File: src/rtl/histogram_scanner.sv
// histogram_scanner: two-pass statistics sweep over a histogram accumulator.
// Pass 1 sums all bins and finds the mode; pass 2 runs a cumulative sum to
// locate the median bin. Results are published together on a one-cycle done.
module histogram_scanner #(
  parameter  int MAX_NUMBER = 127,
  parameter  int SIZE       = 7,
  parameter  int RD_LAT     = 2,
  localparam int ADDR_W     = $clog2(MAX_NUMBER),
  localparam int TW         = ADDR_W + SIZE
) (
  input  logic              CLK,
  input  logic              RST,
  input  logic              START,
  output logic [ADDR_W-1:0] rd_adr,
  input  logic [SIZE-1:0]   rd_data,
  output logic              hold,
  output logic              busy,
  output logic              done,
  output logic [TW-1:0]     total,
  output logic [ADDR_W-1:0] mode_bin,
  output logic [SIZE-1:0]   mode_count,
  output logic [ADDR_W-1:0] median_bin,
  output logic              empty
);

  localparam int N = 2 ** ADDR_W;

  typedef enum logic [1:0] {IDLE, PASS1, PASS2, FINISH} state_t;

  state_t              state_q, state_d;
  logic [ADDR_W:0]     cnt_q, cnt_d;         // issue counter; MSB set = pass fully issued
  logic [TW-1:0]       sum_q, sum_d;
  logic [TW-1:0]       cum_q, cum_d;
  logic [SIZE-1:0]     max_cnt_q, max_cnt_d;
  logic [ADDR_W-1:0]   max_bin_q, max_bin_d;
  logic [ADDR_W-1:0]   med_q, med_d;
  logic                found_q, found_d;

  logic [RD_LAT-1:0]   tag_vld_q;
  logic [ADDR_W-1:0]   tag_adr_q [RD_LAT];

  logic [TW-1:0]       total_q;
  logic [ADDR_W-1:0]   mode_bin_q, median_bin_q;
  logic [SIZE-1:0]     mode_count_q;
  logic                empty_q, done_q;

  logic                issue, take, last, load;
  logic [ADDR_W-1:0]   take_adr;
  logic [TW:0]         target;

  assign issue    = ((state_q == PASS1) || (state_q == PASS2)) && !cnt_q[ADDR_W];
  assign take     = tag_vld_q[RD_LAT-1];
  assign take_adr = tag_adr_q[RD_LAT-1];
  assign last     = take && (take_adr == ADDR_W'(N - 1));
  assign target   = ({1'b0, sum_q} + (TW + 1)'(1)) >> 1;

  // Next-state logic for the FSM and the working datapath.
  // NOTE: every signal gets a default first so no path through the case leaves it unassigned (no latches).
  always_comb begin
    state_d   = state_q;
    cnt_d     = cnt_q;
    sum_d     = sum_q;
    cum_d     = cum_q;
    max_cnt_d = max_cnt_q;
    max_bin_d = max_bin_q;
    med_d     = med_q;
    found_d   = found_q;

    if (issue) cnt_d = cnt_q + (ADDR_W + 1)'(1);

    case (state_q)
      IDLE: begin
        cnt_d = '0;
        if (START) begin
          state_d   = PASS1;
          sum_d     = '0;
          cum_d     = '0;
          max_cnt_d = '0;
          max_bin_d = '0;
          med_d     = '0;
          found_d   = 1'b0;
        end
      end
      PASS1: begin
        if (take) begin
          sum_d = sum_q + TW'(rd_data);
          // Strictly greater keeps the lowest bin on ties.
          if (rd_data > max_cnt_q) begin
            max_cnt_d = rd_data;
            max_bin_d = take_adr;
          end
        end
        if (last) begin
          cnt_d   = '0;
          state_d = (sum_d == '0) ? FINISH : PASS2;
        end
      end
      PASS2: begin
        if (take) begin
          cum_d = cum_q + TW'(rd_data);
          if (!found_q && ({1'b0, cum_d} >= target)) begin
            med_d   = take_adr;
            found_d = 1'b1;
          end
        end
        if (last) state_d = FINISH;
      end
      FINISH:  state_d = IDLE;
      default: state_d = IDLE;
    endcase
  end

  // Results are published on the edge that enters FINISH.
  assign load = (state_d == FINISH) && (state_q != FINISH);

  // State, working and result registers with synchronous reset.
  // NOTE: non-blocking assignments so every register samples pre-edge values.
  always_ff @(posedge CLK) begin
    if (RST) begin
      state_q      <= IDLE;
      cnt_q        <= '0;
      sum_q        <= '0;
      cum_q        <= '0;
      max_cnt_q    <= '0;
      max_bin_q    <= '0;
      med_q        <= '0;
      found_q      <= 1'b0;
      tag_vld_q    <= '0;
      total_q      <= '0;
      mode_bin_q   <= '0;
      mode_count_q <= '0;
      median_bin_q <= '0;
      empty_q      <= 1'b0;
      done_q       <= 1'b0;
    end else begin
      state_q      <= state_d;
      cnt_q        <= cnt_d;
      sum_q        <= sum_d;
      cum_q        <= cum_d;
      max_cnt_q    <= max_cnt_d;
      max_bin_q    <= max_bin_d;
      med_q        <= med_d;
      found_q      <= found_d;
      tag_vld_q[0] <= issue;
      for (int i = 1; i < RD_LAT; i++) tag_vld_q[i] <= tag_vld_q[i-1];
      done_q       <= load;
      if (load) begin
        total_q      <= sum_d;
        mode_bin_q   <= max_bin_d;
        mode_count_q <= max_cnt_d;
        median_bin_q <= med_d;
        empty_q      <= (sum_d == '0);
      end
    end
  end

  // Read-address tag pipeline, paired with the valid bits above.
  // NOTE: no reset here; the addresses are only looked at when their valid bit (which is reset) is set.
  always_ff @(posedge CLK) begin
    tag_adr_q[0] <= cnt_q[ADDR_W-1:0];
    for (int i = 1; i < RD_LAT; i++) tag_adr_q[i] <= tag_adr_q[i-1];
  end

  assign busy       = (state_q != IDLE);
  assign hold       = busy;
  assign rd_adr     = issue ? cnt_q[ADDR_W-1:0] : '0;
  assign done       = done_q;
  assign total      = total_q;
  assign mode_bin   = mode_bin_q;
  assign mode_count = mode_count_q;
  assign median_bin = median_bin_q;
  assign empty      = empty_q;

endmodule

File: config.mk
export PLATFORM = sky130hd
export DESIGN_NAME = histogram_scanner
export DESIGN_NICKNAME = d
export VERILOG_FILES = /design/src/rtl/histogram_scanner.sv
export SDC_FILE = /design/constraint.sdc
export NUM_CORES = 1
export LEC_CHECK = 0
export ABC_AREA = 1
export BUFFER_PORTS_ARGS = -buffer_cell sky130_fd_sc_hd__buf_2
export CORE_MARGIN = 2
export CORE_UTILIZATION = 55
export DETAILED_ROUTE_END_ITERATION = 10
export PLACE_DENSITY = 0.73
export RECOVER_POWER = 50
export SYNTH_ARGS = -nofsm -noshare
export SYNTH_HDL_FRONTEND = slang
export SYNTH_SLANG_ARGS = --single-unit
File: constraint.sdc
create_clock -name CLK -period 3.76 [get_ports CLK]
set_input_delay 0.564 -clock CLK [delete_from_list [all_inputs] [get_ports CLK]]
set_output_delay 0.564 -clock CLK [all_outputs]
set_load 0.02 [all_outputs]
==> impl_metrics.tcl <==
set metrics [dict create \
    ctsRootBufferMaster "clkbuf_16" \
    die_area_mm2 0.0131 \
    cts_tree "built" \
    crit_type "flip-flop to flip-flop" \
    crit_slowest_cell "fa_2" \
    ir_worst_vdd_v 0.000911 \
    core-area_mm2 0.0120 \
    synth_fp_nets 1062 \
    max_slew_margin_pct 43.4 \
    max_freq_mhz 281 \
    p_leak_nw 3.64 \
    cpMostUsedCell "a21oi_2" \
    final_layout_size_suffix_gt1_share_pct 14.3 \
    synth_top_cell_by_area "dfxtp_1" \
    highest_layer "met4" \
    start_util_pct 56.0 \
    drv_slew 0 \
    synth_area_mm2 0.00670 \
    worstPathCellList "ha_4 -> inv_2 -> fa_2 -> o21ai_2 -> a21oi_2 -> o21bai_1 -> nand2_1 -> a21oi_2 -> buf_4 -> xor2_1 -> ha_1 -> nand2_1 -> o21ai_0 -> a21oi_2 -> nand3_4 -> nand2_8 -> buf_6 -> a21oi_2 -> nor2_2 -> nand4_1 -> nand2_1 -> nor2_1" \
    crit_required_ns 4.07 \
    grt_util_all_layers_pct 26.2 \
    cp-start-kind "flip-flop" \
    drtIter0Drc 352 \
    yosysSeqAreaShare_pct 33.8 \
    firstDrtPassIters 6 \
    cap_violations 0 \
    cts.htree.levels 4 \
    grt_setup_unrepaired "true" \
    setup_viol 0 \
    gp_congestion 0.908 \
    grt_pass1_vias 5899 \
    cts_made_buffers 17 \
    routed_wl_um 16500 \
    chipHeight_um 114 \
    route.met3.wl_um 668 \
    clockBufferDepth 2 \
    dieWidth_um 114 \
    grt_overflow 0 \
    hp-class "flip-flop to flip-flop" \
    rows 40 \
    hold_ws_ns 0.324 \
    yosysUniqueCellTypes 38 \
    synth_area_leaders "dfxtp_1, nand2_1, nor2_1" \
    synth_top_area_share_pct 33.8 \
    vias 6447 \
    io_buffers 55 \
    final_nets 1144 \
    hold_viol 0 \
    vias_per_cell 5.16 \
    fin_skew_ns 0.00911 \
    post-route-period-util_pct 94.6 \
    wl_met1_um 7030 \
    drc 0 \
    fin_setup_tns_ns 0 \
    avgSynthCellArea_um2 6.65 \
    endpoint_kind "flip-flop" \
    grt_max_degree 56 \
    stdcell_count 1250 \
    period_minus_slack_ns 3.56 \
    wl_per_cell_um 13.2 \
    clkLatencyLatePin_ns 0.42 \
    crit_fanout 7 \
    synthCells 1008 \
    num_antenna_cells 0 \
    cts.clk_slew.worst_paths_ns 0.05 \
    worst_path_largest_cell_delay_ns 0.36 \
    ys_ff_latch 113 \
    wl_met2_um 8250 \
    clock-sinks 113 \
    antenna_found_initial 0 \
    ant_nets 0 \
    status "finished, final reports clean" \
    dp_hpwl_um 11300 \
    ios 56 \
    area_delta_synth_final_pct 19.5 \
    pwr_density_cell_mw_per_mm2 720 \
    place_inst 1213 \
    arrival_ns 3.87 \
    worst_pin_slew_ns 0.846 \
    grt_pass1_wl_um 27100 \
    yosys_warnings 0 \
]
kinds of logic (layout without fill, tap and decap cells):
logic type / after synthesis / count (layout) / synth area share (%)
AND/OR/NAND/NOR: 506 / 507 / 32.9
buffers and inverters: 208 / 302 / 12.6
flip-flops: 113 / 113 / 33.8
AO/OA/AOI/OAI: 109 / 109 / 8.61
adder cells (fa/ha/maj): 44 / 44 / 8.44
XOR/XNOR: 28 / 28 / 3.66
worst max-delay path: cells and delay by family (launching register included):
kind | cells | cell delay, ns
AND/OR/NAND/NOR | 8 | 0.87
XOR/XNOR | 1 | 0.18
adder cells (fa/ha/maj) | 3 | 0.75
AO/OA/AOI/OAI | 7 | 1.03
flip-flops | 1 | 0.34
buffers and inverters | 3 | 0.27
registers in the layout (all words and copies together) (netlist names):
signal / count
tag_vld_q: 2
cum_q: 14
done: 1
mode_bin: 7
empty: 1
cnt_q: 8
tag_adr_q: 14
median_bin: 7
mode_count: 7
state_q: 2
sum_q: 14
med_q: 7
max_bin_q: 7
found_q: 1
max_cnt_q: 7
total: 14
synthesized netlist by cell type (all sizes together):
library cell / n
a211oi: 2
a21boi: 1
a21o: 1
a21oi: 58
a22oi: 2
buf: 20
clkbuf: 16
clkinv: 2
dfxtp: 113
fa: 2
ha: 42
inv: 170
nand2: 236
nand3: 37
nand3b: 3
nand4: 43
nor2: 175
nor3: 8
nor4: 2
o211ai: 2
o21ai: 40
o21bai: 2
o31ai: 1
or2: 2
xnor2: 5
xor2: 23
path summary, 6_finish.rpt:
check,startpoint,slack [ns],depth (start not counted),to
worst max-delay path,cum_q[0],0.20,22,median_bin[5]
worst min-delay path,tag_adr_q[0][0],0.32,0,tag_adr_q[0][7]
worst max register to register,cum_q[0],0.20,22,median_bin[5]
worst min register to register,tag_adr_q[0][0],0.32,0,tag_adr_q[0][7]
cell type report:
cell class                      count  area, um2
Multi-Input combinational cell    688       3710
Clock inverter                      9        153
Inverter                          172        646
Fill cell                        1116       3960
Sequential cell                   113       2260
Timing Repair Buffer               98        564
Clock buffer                       23        488
Tap cell                          147        184
layer usage:
| layer | global-route usage [%] | vias up |
|---|---|---|
| met1 | 30.9 | 2955 |
| met4 | 11.6 | 0 |
| met3 | 5.93 | 40 |
| li1 | - | 3313 |
| met5 | 0 | - |
| met2 | 45.6 | 139 |
per-stage QoR:
step / instance area (um2) / power (mW) / setup WS [ns] / utilization, %
floorplan: 6710 / 3.44 / 0.0158 / -
global placement: 7270 / 3.95 / -0.400 / 60.8
detailed placement: 7270 / 3.97 / -0.514 / 60.8
CTS: 7960 / 5.76 / 0.0219 / 66.5
global route: 8010 / 6.18 / -0.110 / 66.9
finish: 8010 / 5.77 / 0.204 / 66.9
placed cells by master, fill, tap and decap left out, types with 37 or more instances in the layout:
master	count
buf_4	41
clkbuf_1	42
nand2_1	198
dfxtp_1	112
ha_1	41
inv_1	166
a21oi_1	52
nand4_1	43
nor2_1	171
nand2_2	37
power breakdown:
group          switching (mW)  internal [mW]  total [mW]  leakage [nW]
sequential              0.115           1.37        1.49         0.917
clock                   0.557           1.17        1.73         0.305
combinational            1.73          0.818        2.55          2.42
repair_timing:
| item | 4_1_cts | 5_1_grt |
|---|---|---|
| hold buffers | 0 | 0 |
| resized for setup | 3 | 35 |
| gates cloned | 1 | 0 |
| setup endpoints to repair | 14 | 14 |
| pin swaps | 6 | 30 |
| setup buffers | 3 | 1 |
No activity file was read; power rests on OpenSTA's default activity.
